`src/rtl/id_ex_operand_stage_if.sv`:
```
// Bus bundle for id_ex_operand_stage: decode fields, forwarding sources, ALU drive.
// Perf counter signals exist only when IDEX_PERF_CNT_EN is defined.
interface id_ex_operand_stage_if #(
  parameter int DW  = 32,
  parameter int RW  = 5,
  parameter int OPW = 4
);
  logic           en;
  logic           flush;
  logic           id_valid;
  logic [OPW-1:0] id_aluop;
  logic [RW-1:0]  id_rs;
  logic [RW-1:0]  id_rt;
  logic [RW-1:0]  id_wsel;
  logic           id_uses_rs;
  logic           id_uses_rt;
  logic [DW-1:0]  id_rdat1;
  logic [DW-1:0]  id_rdat2;
  logic [DW-1:0]  id_imm;
  logic [4:0]     id_shamt;
  logic           id_alusrc;
  logic           id_shift;
  logic           id_regwrite;
  logic           id_memread;
  logic           id_memwrite;
  logic           exmem_regwrite;
  logic           exmem_memread;
  logic [RW-1:0]  exmem_wsel;
  logic [DW-1:0]  exmem_result;
  logic           memwb_regwrite;
  logic [RW-1:0]  memwb_wsel;
  logic [DW-1:0]  memwb_wdat;
  logic           stall;
  logic           ex_valid;
  logic           ex_regwrite;
  logic           ex_memread;
  logic           ex_memwrite;
  logic [RW-1:0]  ex_wsel;
  logic [OPW-1:0] alu_aluop;
  logic [DW-1:0]  alu_porta;
  logic [DW-1:0]  alu_portb;
  logic [DW-1:0]  ex_store_data;
`ifdef IDEX_PERF_CNT_EN
  logic           perf_clr;
  logic [31:0]    perf_stall_cnt;
  logic [31:0]    perf_fwd_cnt;
`endif

  modport master (
`ifdef IDEX_PERF_CNT_EN
    output perf_clr,
    input  perf_stall_cnt, perf_fwd_cnt,
`endif
    output en, flush, id_valid, id_aluop, id_rs, id_rt, id_wsel,
           id_uses_rs, id_uses_rt, id_rdat1, id_rdat2, id_imm, id_shamt,
           id_alusrc, id_shift, id_regwrite, id_memread, id_memwrite,
           exmem_regwrite, exmem_memread, exmem_wsel, exmem_result,
           memwb_regwrite, memwb_wsel, memwb_wdat,
    input  stall, ex_valid, ex_regwrite, ex_memread, ex_memwrite, ex_wsel,
           alu_aluop, alu_porta, alu_portb, ex_store_data
  );

  modport slave (
`ifdef IDEX_PERF_CNT_EN
    input  perf_clr,
    output perf_stall_cnt, perf_fwd_cnt,
`endif
    input  en, flush, id_valid, id_aluop, id_rs, id_rt, id_wsel,
           id_uses_rs, id_uses_rt, id_rdat1, id_rdat2, id_imm, id_shamt,
           id_alusrc, id_shift, id_regwrite, id_memread, id_memwrite,
           exmem_regwrite, exmem_memread, exmem_wsel, exmem_result,
           memwb_regwrite, memwb_wsel, memwb_wdat,
    output stall, ex_valid, ex_regwrite, ex_memread, ex_memwrite, ex_wsel,
           alu_aluop, alu_porta, alu_portb, ex_store_data
  );
endinterface

```
`src/rtl/id_ex_operand_stage.sv`:
```
// ID/EX register with EX-stage operand forwarding and load-use stall.
// Optional saturating perf counters enabled by defining IDEX_PERF_CNT_EN.
module id_ex_operand_stage #(
  parameter int DW  = 32,
  parameter int RW  = 5,
  parameter int OPW = 4
) (
  input logic                   CLK,
  input logic                   nRST,
  id_ex_operand_stage_if.slave  bus
);

  typedef struct packed {
    logic           valid;
    logic [OPW-1:0] aluop;
    logic [RW-1:0]  rs;
    logic [RW-1:0]  rt;
    logic [RW-1:0]  wsel;
    logic [DW-1:0]  rdat1;
    logic [DW-1:0]  rdat2;
    logic [DW-1:0]  imm;
    logic [4:0]     shamt;
    logic           alusrc;
    logic           shift;
    logic           regwrite;
    logic           memread;
    logic           memwrite;
  } idex_t;

  typedef enum logic [1:0] {FWD_NONE = 2'd0, FWD_EXMEM = 2'd1, FWD_MEMWB = 2'd2} fwd_e;

  idex_t         r_ex;
  idex_t         w_id;
  logic          w_stall;
  fwd_e          w_rs_sel;
  fwd_e          w_rt_sel;
  logic [DW-1:0] w_fwd_rs;
  logic [DW-1:0] w_fwd_rt;

  always_comb begin
    w_id          = '0;
    w_id.valid    = bus.id_valid;
    w_id.aluop    = bus.id_aluop;
    w_id.rs       = bus.id_rs;
    w_id.rt       = bus.id_rt;
    w_id.wsel     = bus.id_wsel;
    w_id.rdat1    = bus.id_rdat1;
    w_id.rdat2    = bus.id_rdat2;
    w_id.imm      = bus.id_imm;
    w_id.shamt    = bus.id_shamt;
    w_id.alusrc   = bus.id_alusrc;
    w_id.shift    = bus.id_shift;
    w_id.regwrite = bus.id_regwrite;
    w_id.memread  = bus.id_memread;
    w_id.memwrite = bus.id_memwrite;
  end

  // Load in EX whose target is read by the decode slot: one bubble suffices,
  // since next cycle the load sits in EX/MEM and is no longer visible here.
  always_comb begin
    w_stall = r_ex.valid & r_ex.memread & (r_ex.wsel != '0) & bus.id_valid &
              ((bus.id_uses_rs & (bus.id_rs == r_ex.wsel)) |
               (bus.id_uses_rt & (bus.id_rt == r_ex.wsel)));
  end

  always_ff @(posedge CLK) begin
    if (!nRST)
      r_ex <= '0;
    else if (bus.en) begin
      if (bus.flush || w_stall)
        r_ex <= '0;
      else
        r_ex <= w_id;
    end
  end

  // EX/MEM load results are not ready yet, so only non-load EX/MEM writes
  // forward; $0 is hardwired and never forwarded.
  function automatic fwd_e fwd_pick(
    input logic [RW-1:0] r,
    input logic          xm_we,
    input logic          xm_rd,
    input logic [RW-1:0] xm_ws,
    input logic          mw_we,
    input logic [RW-1:0] mw_ws
  );
    fwd_e s;
    s = FWD_NONE;
    if (r != '0) begin
      if (xm_we && !xm_rd && (xm_ws == r))
        s = FWD_EXMEM;
      else if (mw_we && (mw_ws == r))
        s = FWD_MEMWB;
    end
    return s;
  endfunction

  always_comb begin
    w_rs_sel = fwd_pick(r_ex.rs, bus.exmem_regwrite, bus.exmem_memread,
                        bus.exmem_wsel, bus.memwb_regwrite, bus.memwb_wsel);
    w_rt_sel = fwd_pick(r_ex.rt, bus.exmem_regwrite, bus.exmem_memread,
                        bus.exmem_wsel, bus.memwb_regwrite, bus.memwb_wsel);
  end

  always_comb begin
    unique case (w_rs_sel)
      FWD_EXMEM: w_fwd_rs = bus.exmem_result;
      FWD_MEMWB: w_fwd_rs = bus.memwb_wdat;
      default:   w_fwd_rs = r_ex.rdat1;
    endcase
    unique case (w_rt_sel)
      FWD_EXMEM: w_fwd_rt = bus.exmem_result;
      FWD_MEMWB: w_fwd_rt = bus.memwb_wdat;
      default:   w_fwd_rt = r_ex.rdat2;
    endcase
  end

  always_comb begin
    bus.stall         = w_stall;
    bus.ex_valid      = r_ex.valid;
    bus.ex_regwrite   = r_ex.valid & r_ex.regwrite;
    bus.ex_memread    = r_ex.valid & r_ex.memread;
    bus.ex_memwrite   = r_ex.valid & r_ex.memwrite;
    bus.ex_wsel       = r_ex.wsel;
    bus.alu_aluop     = r_ex.aluop;
    bus.alu_porta     = r_ex.shift ? w_fwd_rt : w_fwd_rs;
    if (r_ex.shift)
      bus.alu_portb   = {{(DW-5){1'b0}}, r_ex.shamt};
    else if (r_ex.alusrc)
      bus.alu_portb   = r_ex.imm;
    else
      bus.alu_portb   = w_fwd_rt;
    bus.ex_store_data = w_fwd_rt;
  end

`ifdef IDEX_PERF_CNT_EN
  logic [31:0] r_stall_cnt;
  logic [31:0] r_fwd_cnt;
  logic        w_any_fwd;

  always_comb w_any_fwd = (w_rs_sel != FWD_NONE) || (w_rt_sel != FWD_NONE);

  always_ff @(posedge CLK) begin
    if (!nRST || bus.perf_clr) begin
      r_stall_cnt <= '0;
      r_fwd_cnt   <= '0;
    end else begin
      if (bus.en && w_stall && (r_stall_cnt != '1))
        r_stall_cnt <= r_stall_cnt + 32'd1;
      if (bus.en && r_ex.valid && w_any_fwd && (r_fwd_cnt != '1))
        r_fwd_cnt <= r_fwd_cnt + 32'd1;
    end
  end

  always_comb begin
    bus.perf_stall_cnt = r_stall_cnt;
    bus.perf_fwd_cnt   = r_fwd_cnt;
  end
`endif

endmodule

```
`src/flat_wrapper.sv`:
```
// flat-port wrapper written by rule: the top's interface ports become plain ports
module id_ex_operand_stage_flat 
#(
  parameter int DW  = 32,
  parameter int RW  = 5,
  parameter int OPW = 4
)
  (CLK, nRST, bus_en, bus_flush, bus_id_valid, bus_id_aluop, bus_id_rs, bus_id_rt, bus_id_wsel, bus_id_uses_rs, bus_id_uses_rt, bus_id_rdat1, bus_id_rdat2, bus_id_imm, bus_id_shamt, bus_id_alusrc, bus_id_shift, bus_id_regwrite, bus_id_memread, bus_id_memwrite, bus_exmem_regwrite, bus_exmem_memread, bus_exmem_wsel, bus_exmem_result, bus_memwb_regwrite, bus_memwb_wsel, bus_memwb_wdat, bus_stall, bus_ex_valid, bus_ex_regwrite, bus_ex_memread, bus_ex_memwrite, bus_ex_wsel, bus_alu_aluop, bus_alu_porta, bus_alu_portb, bus_ex_store_data);
  id_ex_operand_stage_if #(.DW(DW), .RW(RW), .OPW(OPW)) bus_i ();
  input logic CLK;
  input logic nRST;
  input wire logic [$bits(bus_i.en)-1:0] bus_en;
  input wire logic [$bits(bus_i.flush)-1:0] bus_flush;
  input wire logic [$bits(bus_i.id_valid)-1:0] bus_id_valid;
  input wire logic [$bits(bus_i.id_aluop)-1:0] bus_id_aluop;
  input wire logic [$bits(bus_i.id_rs)-1:0] bus_id_rs;
  input wire logic [$bits(bus_i.id_rt)-1:0] bus_id_rt;
  input wire logic [$bits(bus_i.id_wsel)-1:0] bus_id_wsel;
  input wire logic [$bits(bus_i.id_uses_rs)-1:0] bus_id_uses_rs;
  input wire logic [$bits(bus_i.id_uses_rt)-1:0] bus_id_uses_rt;
  input wire logic [$bits(bus_i.id_rdat1)-1:0] bus_id_rdat1;
  input wire logic [$bits(bus_i.id_rdat2)-1:0] bus_id_rdat2;
  input wire logic [$bits(bus_i.id_imm)-1:0] bus_id_imm;
  input wire logic [$bits(bus_i.id_shamt)-1:0] bus_id_shamt;
  input wire logic [$bits(bus_i.id_alusrc)-1:0] bus_id_alusrc;
  input wire logic [$bits(bus_i.id_shift)-1:0] bus_id_shift;
  input wire logic [$bits(bus_i.id_regwrite)-1:0] bus_id_regwrite;
  input wire logic [$bits(bus_i.id_memread)-1:0] bus_id_memread;
  input wire logic [$bits(bus_i.id_memwrite)-1:0] bus_id_memwrite;
  input wire logic [$bits(bus_i.exmem_regwrite)-1:0] bus_exmem_regwrite;
  input wire logic [$bits(bus_i.exmem_memread)-1:0] bus_exmem_memread;
  input wire logic [$bits(bus_i.exmem_wsel)-1:0] bus_exmem_wsel;
  input wire logic [$bits(bus_i.exmem_result)-1:0] bus_exmem_result;
  input wire logic [$bits(bus_i.memwb_regwrite)-1:0] bus_memwb_regwrite;
  input wire logic [$bits(bus_i.memwb_wsel)-1:0] bus_memwb_wsel;
  input wire logic [$bits(bus_i.memwb_wdat)-1:0] bus_memwb_wdat;
  output wire logic [$bits(bus_i.stall)-1:0] bus_stall;
  output wire logic [$bits(bus_i.ex_valid)-1:0] bus_ex_valid;
  output wire logic [$bits(bus_i.ex_regwrite)-1:0] bus_ex_regwrite;
  output wire logic [$bits(bus_i.ex_memread)-1:0] bus_ex_memread;
  output wire logic [$bits(bus_i.ex_memwrite)-1:0] bus_ex_memwrite;
  output wire logic [$bits(bus_i.ex_wsel)-1:0] bus_ex_wsel;
  output wire logic [$bits(bus_i.alu_aluop)-1:0] bus_alu_aluop;
  output wire logic [$bits(bus_i.alu_porta)-1:0] bus_alu_porta;
  output wire logic [$bits(bus_i.alu_portb)-1:0] bus_alu_portb;
  output wire logic [$bits(bus_i.ex_store_data)-1:0] bus_ex_store_data;
  assign bus_i.en = bus_en;
  assign bus_i.flush = bus_flush;
  assign bus_i.id_valid = bus_id_valid;
  assign bus_i.id_aluop = bus_id_aluop;
  assign bus_i.id_rs = bus_id_rs;
  assign bus_i.id_rt = bus_id_rt;
  assign bus_i.id_wsel = bus_id_wsel;
  assign bus_i.id_uses_rs = bus_id_uses_rs;
  assign bus_i.id_uses_rt = bus_id_uses_rt;
  assign bus_i.id_rdat1 = bus_id_rdat1;
  assign bus_i.id_rdat2 = bus_id_rdat2;
  assign bus_i.id_imm = bus_id_imm;
  assign bus_i.id_shamt = bus_id_shamt;
  assign bus_i.id_alusrc = bus_id_alusrc;
  assign bus_i.id_shift = bus_id_shift;
  assign bus_i.id_regwrite = bus_id_regwrite;
  assign bus_i.id_memread = bus_id_memread;
  assign bus_i.id_memwrite = bus_id_memwrite;
  assign bus_i.exmem_regwrite = bus_exmem_regwrite;
  assign bus_i.exmem_memread = bus_exmem_memread;
  assign bus_i.exmem_wsel = bus_exmem_wsel;
  assign bus_i.exmem_result = bus_exmem_result;
  assign bus_i.memwb_regwrite = bus_memwb_regwrite;
  assign bus_i.memwb_wsel = bus_memwb_wsel;
  assign bus_i.memwb_wdat = bus_memwb_wdat;
  assign bus_stall = bus_i.stall;
  assign bus_ex_valid = bus_i.ex_valid;
  assign bus_ex_regwrite = bus_i.ex_regwrite;
  assign bus_ex_memread = bus_i.ex_memread;
  assign bus_ex_memwrite = bus_i.ex_memwrite;
  assign bus_ex_wsel = bus_i.ex_wsel;
  assign bus_alu_aluop = bus_i.alu_aluop;
  assign bus_alu_porta = bus_i.alu_porta;
  assign bus_alu_portb = bus_i.alu_portb;
  assign bus_ex_store_data = bus_i.ex_store_data;
  id_ex_operand_stage #(.DW(DW), .RW(RW), .OPW(OPW)) u_core (.CLK(CLK), .nRST(nRST), .bus(bus_i));
endmodule
```
`config.mk`:
```
export PLATFORM = sky130hd
export DESIGN_NAME = id_ex_operand_stage_flat
export DESIGN_NICKNAME = d
export VERILOG_FILES = /design/src/rtl/id_ex_operand_stage_if.sv /design/src/rtl/id_ex_operand_stage.sv /design/src/flat_wrapper.sv
export SDC_FILE = /design/constraint.sdc
export NUM_CORES = 1
export LEC_CHECK = 0
export ABC_CLOCK_PERIOD_IN_PS = 9300
export CAP_MARGIN = 40
export CORE_MARGIN = 2
export CORE_UTILIZATION = 47
export DETAILED_ROUTE_END_ITERATION = 6
export PLACE_DENSITY = 0.95
export SYNTH_ARGS = -nofsm -noshare
export SYNTH_HDL_FRONTEND = slang
export SYNTH_SLANG_ARGS = --single-unit
```
`constraint.sdc`:
```
create_clock -name CLK -period 9.3 [get_ports CLK]
set_clock_uncertainty 0.1 [all_clocks]
set_input_delay 1.86 -clock CLK [delete_from_list [all_inputs] [get_ports CLK]]
set_output_delay 1.86 -clock CLK [all_outputs]
set_load 0.02 [all_outputs]
```
Word level (Yosys, flattened, before mapping)
Index checks and enable logic that the tools add are counted.
{"block": "totals", "ff_bits": 126, "wordCells": 55}
{"block": "classes", "eq_ne": 10, "mux": 12, "n_bitwise": 9, "n_reduce_logical": 10}
{"op": "one-hot mux 32 bit (2 select lines)", "count": 2}
{"op": "2-to-1 mux 126 bit", "count": 1}
{"op": "2-to-1 mux 32 bit", "count": 3}
{"op": "== test 5 bit", "count": 6}
{"op": "nonzero test 5 bit", "count": 3}
{"op": "2-to-1 mux 2 bit", "count": 6}
{"op": "AND 1 bit", "count": 8}
{"op": "logical AND 1 bit", "count": 5}
{"op": "== test 2 x 1 -> 1 bit (second input constant)", "count": 2}
{"op": "== test 2 bit (second input constant)", "count": 2}
{"op": "logical NOT 1 bit", "count": 1}
{"op": "logical OR 1 bit", "count": 1}
{"op": "OR 1 bit", "count": 1}

Logic depth before layout (Yosys ltp)
Gate-level depths: netlist (run 1).
{"block": "logic_depth", "ltp_word": 9, "mapped_depth": 11, "ltp_nobuf": 9}

Worst setup path after synthesis (run 1)
No wires, ideal clock.
{"block": "synth_path", "path_type": "input port to output port", "start": "in bus_exmem_wsel[0]", "end": "out bus_alu_portb[4]", "t_arrival_ps": 4344, "t_required_ps": 7340, "path_slack_ps": 2996, "path_stages": 10, "n_path_buf": 2, "cell_sequence": "xor2_1 nor4_1 nand3_1 nor2_1 ha_1 clkbuf_1 clkbuf_1 o21ai_0 mux2i_1 o21ai_0"}
{"block": "synth_via", "elab_chain_cells": 8, "word_cells_on_any_way": 9, "cone_classes": "3 x eq/ne; 5 x mux; 1 x reduce/logical"}
{"item": "start, declared", "line": "flat_wrapper.sv:32", "source": "input wire logic [$bits(bus_i.exmem_wsel)-1:0] bus_exmem_wsel;"}
{"item": "== test 5 bit (*)", "line": "id_ex_operand_stage.sv:90", "source": "if (xm_we && !xm_rd && (xm_ws == r))"}
{"item": "logical AND 1 bit (*)", "line": "id_ex_operand_stage.sv:90"}
{"item": "2-to-1 mux 2 bit (*)", "line": "id_ex_operand_stage.sv:90"}
{"item": "2-to-1 mux 2 bit (*)", "line": "id_ex_operand_stage.sv:89", "source": "if (r != '0) begin"}
{"item": "== test 2 bit / == test 2 x 1 -> 1 bit (equally long branches)", "line": "id_ex_operand_stage.sv:111", "source": "unique case (w_rt_sel)"}
{"item": "one-hot mux 32 bit (2 select lines) (*)", "line": "id_ex_operand_stage.sv:111"}
{"item": "named net bus_ex_store_data[4]", "line": "flat_wrapper.sv:46", "source": "output wire logic [$bits(bus_i.ex_store_data)-1:0] bus_ex_store_data;"}
{"item": "2-to-1 mux 32 bit (*)", "line": "id_ex_operand_stage.sv:129", "source": "else if (r_ex.alusrc)"}
{"item": "2-to-1 mux 32 bit (*)", "line": "id_ex_operand_stage.sv:127", "source": "if (r_ex.shift)"}
{"item": "end, declared", "line": "flat_wrapper.sv:45", "source": "output wire logic [$bits(bus_i.alu_portb)-1:0] bus_alu_portb;"}
The timed path passes the listed nets; every way through them passes the cells marked *.

Worst setup path after layout (run 1)
{"block": "layout_path", "start": "in bus_exmem_wsel[0]", "end": "out bus_alu_portb[2]"}
{"block": "layout_via", "elab_chain_cells": 8, "word_cells_on_any_way": 9, "cone_classes": "3 x eq/ne; 5 x mux; 1 x reduce/logical"}
{"item": "== test 5 bit (*)", "line": "id_ex_operand_stage.sv:90"}
{"item": "logical AND 1 bit (*)", "line": "id_ex_operand_stage.sv:90"}
{"item": "2-to-1 mux 2 bit (*)", "line": "id_ex_operand_stage.sv:90"}
{"item": "2-to-1 mux 2 bit (*)", "line": "id_ex_operand_stage.sv:89"}
{"item": "== test 2 bit / == test 2 x 1 -> 1 bit (equally long branches)", "line": "id_ex_operand_stage.sv:111"}
{"item": "one-hot mux 32 bit (2 select lines) (*)", "line": "id_ex_operand_stage.sv:111"}
{"item": "2-to-1 mux 32 bit (*)", "line": "id_ex_operand_stage.sv:129"}
{"item": "2-to-1 mux 32 bit (*)", "line": "id_ex_operand_stage.sv:127"}
Mark *: on every way between the ends. The rest lies on a longest branch, timed or not.

==> flow_metrics.env, run 1 <==
export IMPL_hold_viol=0
export IMPL_ys_seq_area_share_pct=33.3
export IMPL_swShare_pct=27.9
export IMPL_min_path_type="register to register"
export IMPL_p_per_area_nw_per_um2=162
export IMPL_drc_errors=0
export IMPL_gp_congestion=0.919
export IMPL_max_cap_viol_count=0
export IMPL_gr_total_overflow=0
export IMPL_relSlewSlack_pct=36.2
export IMPL_core_rowCount=46
export IMPL_drt_pass1_iterations=6
export IMPL_switching_power_mw=0.517
export IMPL_vias=9559
export IMPL_cts_buffers=17
export IMPL_crit_slowest_cell="o21ai_0"
export IMPL_combPwrFrac_pct=22.4
export IMPL_grt_antenna_before_repair=4
export IMPL_post_route_util_pct=72.4
export IMPL_num_fill_cells=1135
export IMPL_final_cells=1485
export IMPL_post_cts_buffers=0
export IMPL_ctsResizeCount=0
export IMPL_start_util_pct=47.9
export IMPL_ant_nets=0
export IMPL_grt_max_degree=90
export IMPL_synth_area_sq_um=7580
export IMPL_clk_path_buf_depth=2
export IMPL_post_route_period_util_pct=82.9
export IMPL_crit_type="input pin to primary output"
export IMPL_grt_usage_pct=37.6
export IMPL_cts_sinks=126
export IMPL_fin_area_sq_um=11500
export IMPL_wirelength_mm=33.6
export IMPL_dieArea_sq_um=17200
export IMPL_grt_pass1_vias=8702
export IMPL_cp_required_ns=7.34
export IMPL_fin_setup_tns_ns=0
export IMPL_htreeDepth=4
export IMPL_grt_pass1_wl_mm=48.9
export IMPL_fp_dieW_um=131
export IMPL_min_period_ns=7.71
export IMPL_area_delta_synth_final_pct=51.3
export IMPL_startpoint_type="input pin"
export IMPL_grt_setup_unrepaired="false"
export IMPL_cp_data_arrival_time_ns=5.75
export IMPL_tightest_slew_ns=0.957
export IMPL_crit_family="buffers and inverters"
export IMPL_path_cells="clkdlybuf4s50_1 > xor2_1 > nor4_1 > nand3_1 > nor2_1 > ha_2 > a22oi_1 > o21ai_0 > mux2i_1 > o21ai_0 > clkdlybuf4s50_1"
export IMPL_place_hpwl_mm=22.9
export IMPL_cts_hold_repair_buffers=0
export IMPL_p_leak_nw=3.70
export IMPL_pwr_share_clk_pct=44.3
export IMPL_mappedNetlistNets=1233
export IMPL_drt_first_iter_violations=1265
export IMPL_p_total_mw=1.86
export IMPL_ir_worst_vdd_mv=0.134
export IMPL_ys_warn_count=0
export IMPL_ys_seq_elements=126
export IMPL_final_nets=1466
export IMPL_numPortBuffers=318
export IMPL_drive_gt1_share_pct=4.42
export IMPL_via_per_inst=6.44
export IMPL_end_kind="primary output"
export IMPL_ys_flop_type="dfxtp_1"
export IMPL_die_y_um=131
export IMPL_critical_path_max_fanout=32
export IMPL_internal_power_mw=1.34
export IMPL_slew_violations=0
export IMPL_cts_tree="built"
export IMPL_pwr_share_seq_pct=33.4
export IMPL_syn_area_per_cell_sq_um=7.43
export IMPL_clk_latency_ns=0.43
export IMPL_critPathBufInv=2
export IMPL_pin_count=319
export IMPL_syn_inst=1020
export IMPL_dp_cells=1450
export IMPL_synth_edf_count=0
export IMPL_postPlaceCellArea_sq_um=10700
export IMPL_setup_violations=0
export IMPL_cts_root_buf="clkbuf_16"
export IMPL_fmax_mhz=130
export IMPL_path_clk_slew_ns=0.06
export IMPL_status="complete, no violations"
export IMPL_design_core_area_sq_um=15800
export IMPL_wl_per_cell_um=22.6
export IMPL_max_stage_delay_ns=0.69
export IMPL_synthArstFlopShare_pct=0
export IMPL_synth_cell_types=32
==> path summary, 6_finish.rpt <==
path	start	end	slack, ns	cells after the start
max	bus_exmem_wsel[0]	bus_alu_portb[2]	1.59	11
min	u_core.r_ex[101]$_SDFFE_PN0P_	u_core.r_ex[101]$_SDFFE_PN0P_	0.37	2
max reg2reg	u_core.bus.ex_wsel[0]$_SDFFE_PN0P_	u_core.r_ex[52]$_SDFFE_PN0P_	5.89	6
min reg2reg	u_core.r_ex[101]$_SDFFE_PN0P_	u_core.r_ex[101]$_SDFFE_PN0P_	0.37	2
==> logic make-up (layout without fill, tap and decap cells) <==
| kind of cell | Yosys count | count (layout) | share of synthesized area, % |
|---|---|---|---|
| DFF | 126 | 126 | 33.3 |
| buffers and inverters | 121 | 367 | 7.10 |
| adders and majority gates | 4 | 4 | 0.660 |
| AOI/OAI and AO/OA | 422 | 422 | 36.5 |
| xor gates and xnor gates | 27 | 27 | 3.12 |
| and+or+nand+nor | 288 | 288 | 15.1 |
| muxes | 32 | 32 | 4.23 |
| other | 0 | 3 | 0 |
==> power by group through the flow <==
stage	clock network [mW]	registers, mW	logic [mW]
CTS	0.822	0.616	0.407
floorplan	0	0.611	0.187
global route	0.845	0.622	0.438
finish	0.821	0.619	0.415
detailed placement	0	0.627	0.403
global placement	0	0.633	0.382
==> synthesized netlist by cell type (all sizes together), types with 10 or more instances <==
master,count,share of area (%)
xnor2,17,2.0
mux2i,32,4.2
buf,31,2.6
a22oi,64,6.3
xor2,10,1.2
clkbuf,88,4.4
o21ai,196,13
a21oi,32,2.1
nand2,202,10
dfxtp,126,33
nor2,63,3.1
a32oi,126,15
==> final cells by class <==
type / instances / area, sq um / share of cell area, %
timing repair buffer: 333 / 3380 / 29.5
tap: 216 / 270 / 2.36
antenna: 3 / 7.51 / 0.0655
clock buffer: 20 / 467 / 4.07
sequential: 126 / 2530 / 22.0
inverter: 2 / 7.51 / 0.0655
clock inverter: 12 / 253 / 2.20
multi-input combinational: 773 / 4550 / 39.7
==> metrics by stage <==
stage               hold slack, ns  setup slack, ns
finish                       0.367             1.59
floorplan                    0.328             3.00
detailed placement           0.355             1.81
CTS                          0.370             1.70
global route                 0.397             1.42
global placement             0.339             1.87
==> worst min-delay path: stages, from the launching register on <==
cell,delay [ns]
dfxtp_1,0.33
a32oi_1,0.05
o21ai_0,0.06
==> per-layer routing <==
metal  GRT usage [%]  vias to the layer above  wire length (um)
li1                -                     4259                 -
met2            63.2                      767             15800
met5               0                        -                13
met4            20.2                        2              1830
met1            43.0                     4380             11900
met3            11.3                      151              4030
==> placed cells by master (no fill, tap or decap), types with 3 or more instances in the layout <==
cell type        Yosys  layout
dfxtp_1            126     124
clkbuf_8             0       3
clkbuf_16            0      17
nand2_1            202     202
and2_1               3       3
xnor2_1             17      17
buf_4               10      10
bufinv_16            0       7
a22oi_1             64      64
inv_6                0       3
a32oi_1            126     126
diode_2              0       3
nand4_1              3       3
xor2_1              10      10
a21oi_1             32      32
nor4_1               4       4
nor2_1              63      63
clkdlybuf4s50_1      0     318
o21ai_1             13      13
nor2b_1              4       3
o21ai_0            183     183
buf_16               0       3
mux2i_1             32      32
or4_1                4       4
==> sequential cells by signal, indices dropped and copies added, names as in the netlist <==
name,flops
u_core.r_ex,116
u_core.bus.ex_wsel,5
u_core.bus.alu_aluop,4
u_core.bus.ex_valid,1
Power figures use the tool's default switching activity.
==> run 2: changes to the inputs <==
--- a/config.mk
+++ b/config.mk
@@ -5,12 +5,12 @@
 export SDC_FILE = /design/constraint.sdc
 export NUM_CORES = 1
 export LEC_CHECK = 0
-export ABC_CLOCK_PERIOD_IN_PS = 9300
+export ABC_CLOCK_PERIOD_IN_PS = 7600
 export CAP_MARGIN = 40
 export CORE_MARGIN = 2
-export CORE_UTILIZATION = 47
+export CORE_UTILIZATION = 44
 export DETAILED_ROUTE_END_ITERATION = 6
-export PLACE_DENSITY = 0.95
+export PLACE_DENSITY = 0.92
 export SYNTH_ARGS = -nofsm -noshare
 export SYNTH_HDL_FRONTEND = slang
 export SYNTH_SLANG_ARGS = --single-unit
==> constraint.sdc (replaced) <==
create_clock -name CLK -period 7.6 [get_ports CLK]
set_clock_uncertainty 0.1 [all_clocks]
set_input_delay 1.52 -clock CLK [delete_from_list [all_inputs] [get_ports CLK]]
set_output_delay 1.52 -clock CLK [all_outputs]
set_load 0.02 [all_outputs]
==> flow_metrics.env, run 2 (synthesis gave the netlist of run 1 again) <==
export IMPL_ir_worst_vdd_mv=0.166
export IMPL_vias=9151
export IMPL_grt_pass1_vias=8412
export IMPL_gr_total_overflow=0
export IMPL_path_cells="clkdlybuf4s50_1 > xor2_1 > nor4_1 > nand3_1 > nor2_1 > ha_2 > a22oi_1 > o21ai_0 > mux2i_1 > o21ai_0 > clkdlybuf4s50_1"
export IMPL_end_kind="primary output"
export IMPL_r2r_slack_ns=4.40
export IMPL_slew_violations=0
export IMPL_final_cells=1495
export IMPL_crit_type="input pin to primary output"
export IMPL_via_per_inst=6.12
export IMPL_min_period_ns=6.98
export IMPL_setup_violations=0
export IMPL_start_util_pct=45.4
export IMPL_post_route_util_pct=68.2
export IMPL_grt_setup_unrepaired="false"
export IMPL_pin_count=319
export IMPL_relSlewSlack_pct=32.0
export IMPL_grt_antenna_before_repair=5
export IMPL_min_path_cells=2
export IMPL_post_route_period_util_pct=91.8
export IMPL_p_total_mw=2.12
export IMPL_fin_setup_tns_ns=0
export IMPL_design_core_area_sq_um=16700
export IMPL_die_y_um=135
export IMPL_regToRegEndpoint="u_core.r_ex[69]$_SDFFE_PN0P_"
export IMPL_gp_congestion=0.936
export IMPL_rr_worst_depth=6
export IMPL_largest_reg_flops=116
export IMPL_cts_sinks=126
export IMPL_critPathCapture="bus_alu_portb[1]"
export IMPL_ctsResizeCount=0
export IMPL_dp_cells=1458
export IMPL_critPathBufInv=2
export IMPL_fin_area_sq_um=11400
export IMPL_crit_slowest_cell="o21ai_0"
export IMPL_min_path_type="register to register"
export IMPL_drt_first_iter_violations=942
export IMPL_status="complete, no violations"
export IMPL_drc_errors=0
export IMPL_cts_root_buf="clkbuf_16"
export IMPL_r2r_start="u_core.bus.ex_wsel[0]$_SDFFE_PN0P_"
export IMPL_max_cap_viol_count=0
export IMPL_grt_usage_pct=33.5
export IMPL_startpoint="bus_exmem_wsel[0]"
export IMPL_clk_latency_ns=0.41
export IMPL_critical_path_max_fanout=27
export IMPL_cts_hold_repair_buffers=0
export IMPL_grt_pass1_wl_mm=47.7
export IMPL_numPortBuffers=318
export IMPL_tightest_slew_ns=1.02
export IMPL_cp_depth=11
export IMPL_fp_dieW_um=135
export IMPL_grt_max_degree=253
export IMPL_place_hpwl_mm=21.7
export IMPL_cp_data_arrival_time_ns=5.36
export IMPL_ant_nets=0
export IMPL_postPlaceCellArea_sq_um=10800
export IMPL_htreeDepth=4
export IMPL_cts_buffers=17
export IMPL_wl_per_cell_um=21.3
export IMPL_crit_family="buffers and inverters"
export IMPL_final_cell_mix="clkdlybuf4s50_1, nand2_1, o21ai_0, a32oi_1, dfxtp_1"
export IMPL_startpoint_type="input pin"
export IMPL_core_rowCount=47
export IMPL_max_stage_delay_ns=0.75
export IMPL_wirelength_mm=31.9
export IMPL_drt_pass1_iterations=5
export IMPL_post_cts_buffers=0
export IMPL_area_delta_synth_final_pct=50.3
export IMPL_p_per_area_nw_per_um2=186
export IMPL_p_leak_nw=3.66
export IMPL_final_nets=1470
export IMPL_cp_required_ns=5.98
export IMPL_regMostFlops="u_core.r_ex"
export IMPL_final_common_cell="clkdlybuf4s50_1"
export IMPL_hold_viol=0
export IMPL_clk_path_buf_depth=2
export IMPL_fmax_mhz=143
export IMPL_cts_tree="built"
export IMPL_drive_gt1_share_pct=4.88
export IMPL_path_clk_slew_ns=0.06
export IMPL_dieArea_sq_um=18300
run 2: worst reg2reg max path, cell delays in order, from the launching register on:
cell and delay [ns]:
dfxtp_1 0.37, or4_1 0.65, o211ai_4 0.19, buf_4 0.57, buf_4 0.82, a32oi_1 0.27
o21ai_0 0.14
run 2: routing by layer:
metal | wire (um) | track usage [%] | vias to the layer above | part of all wire (%)
li1 | - | - | 4283 | -
met1 | 12100 | 39.6 | 4246 | 38
met2 | 14900 | 54.3 | 542 | 47
met3 | 3360 | 9.99 | 80 | 11
met4 | 1530 | 18.8 | 0 | 4.8
met5 | 0 | 0 | - | 0
run 2: power breakdown:
part	switching, mW	total, mW	internal, mW
Clock	0.331	0.872	0.541
Sequential	0.0403	0.751	0.711
Combinational	0.252	0.502	0.250
Total	0.623	2.12	1.50
run 2: worst min-delay path by stage:
stage	from	to
2_1_floorplan	u_core.r_ex[0]$_SDFFE_PN0P_	u_core.r_ex[0]$_SDFFE_PN0P_
3_3_place_gp	u_core.r_ex[0]$_SDFFE_PN0P_	u_core.r_ex[0]$_SDFFE_PN0P_
3_5_place_dp	u_core.r_ex[0]$_SDFFE_PN0P_	u_core.r_ex[0]$_SDFFE_PN0P_
4_1_cts	u_core.r_ex[0]$_SDFFE_PN0P_	u_core.r_ex[0]$_SDFFE_PN0P_
5_1_grt	u_core.bus.alu_aluop[0]$_SDFFE_PN0P_	u_core.bus.alu_aluop[0]$_SDFFE_PN0P_
6_report	u_core.r_ex[0]$_SDFFE_PN0P_	u_core.r_ex[0]$_SDFFE_PN0P_
run 2: layout make-up:
| cell class | instances | area (sq um) |
|---|---|---|
| Clock inverter | 14 | 180 |
| Tap cell | 220 | 275 |
| Clock buffer | 18 | 450 |
| Sequential cell | 126 | 2530 |
| Multi-Input combinational cell | 773 | 4560 |
| Fill cell | 1378 | 5310 |
| Timing Repair Buffer | 337 | 3380 |
| Inverter | 2 | 7.51 |
| Antenna cell | 5 | 12.5 |
run 2: metrics by stage:
step / worst slack [ns] / hold WS [ns]
floorplan: 1.98 / 0.328
global placement: 0.818 / 0.339
detailed placement: 0.734 / 0.353
CTS: 0.707 / 0.367
global route: 0.393 / 0.384
finish: 0.623 / 0.364
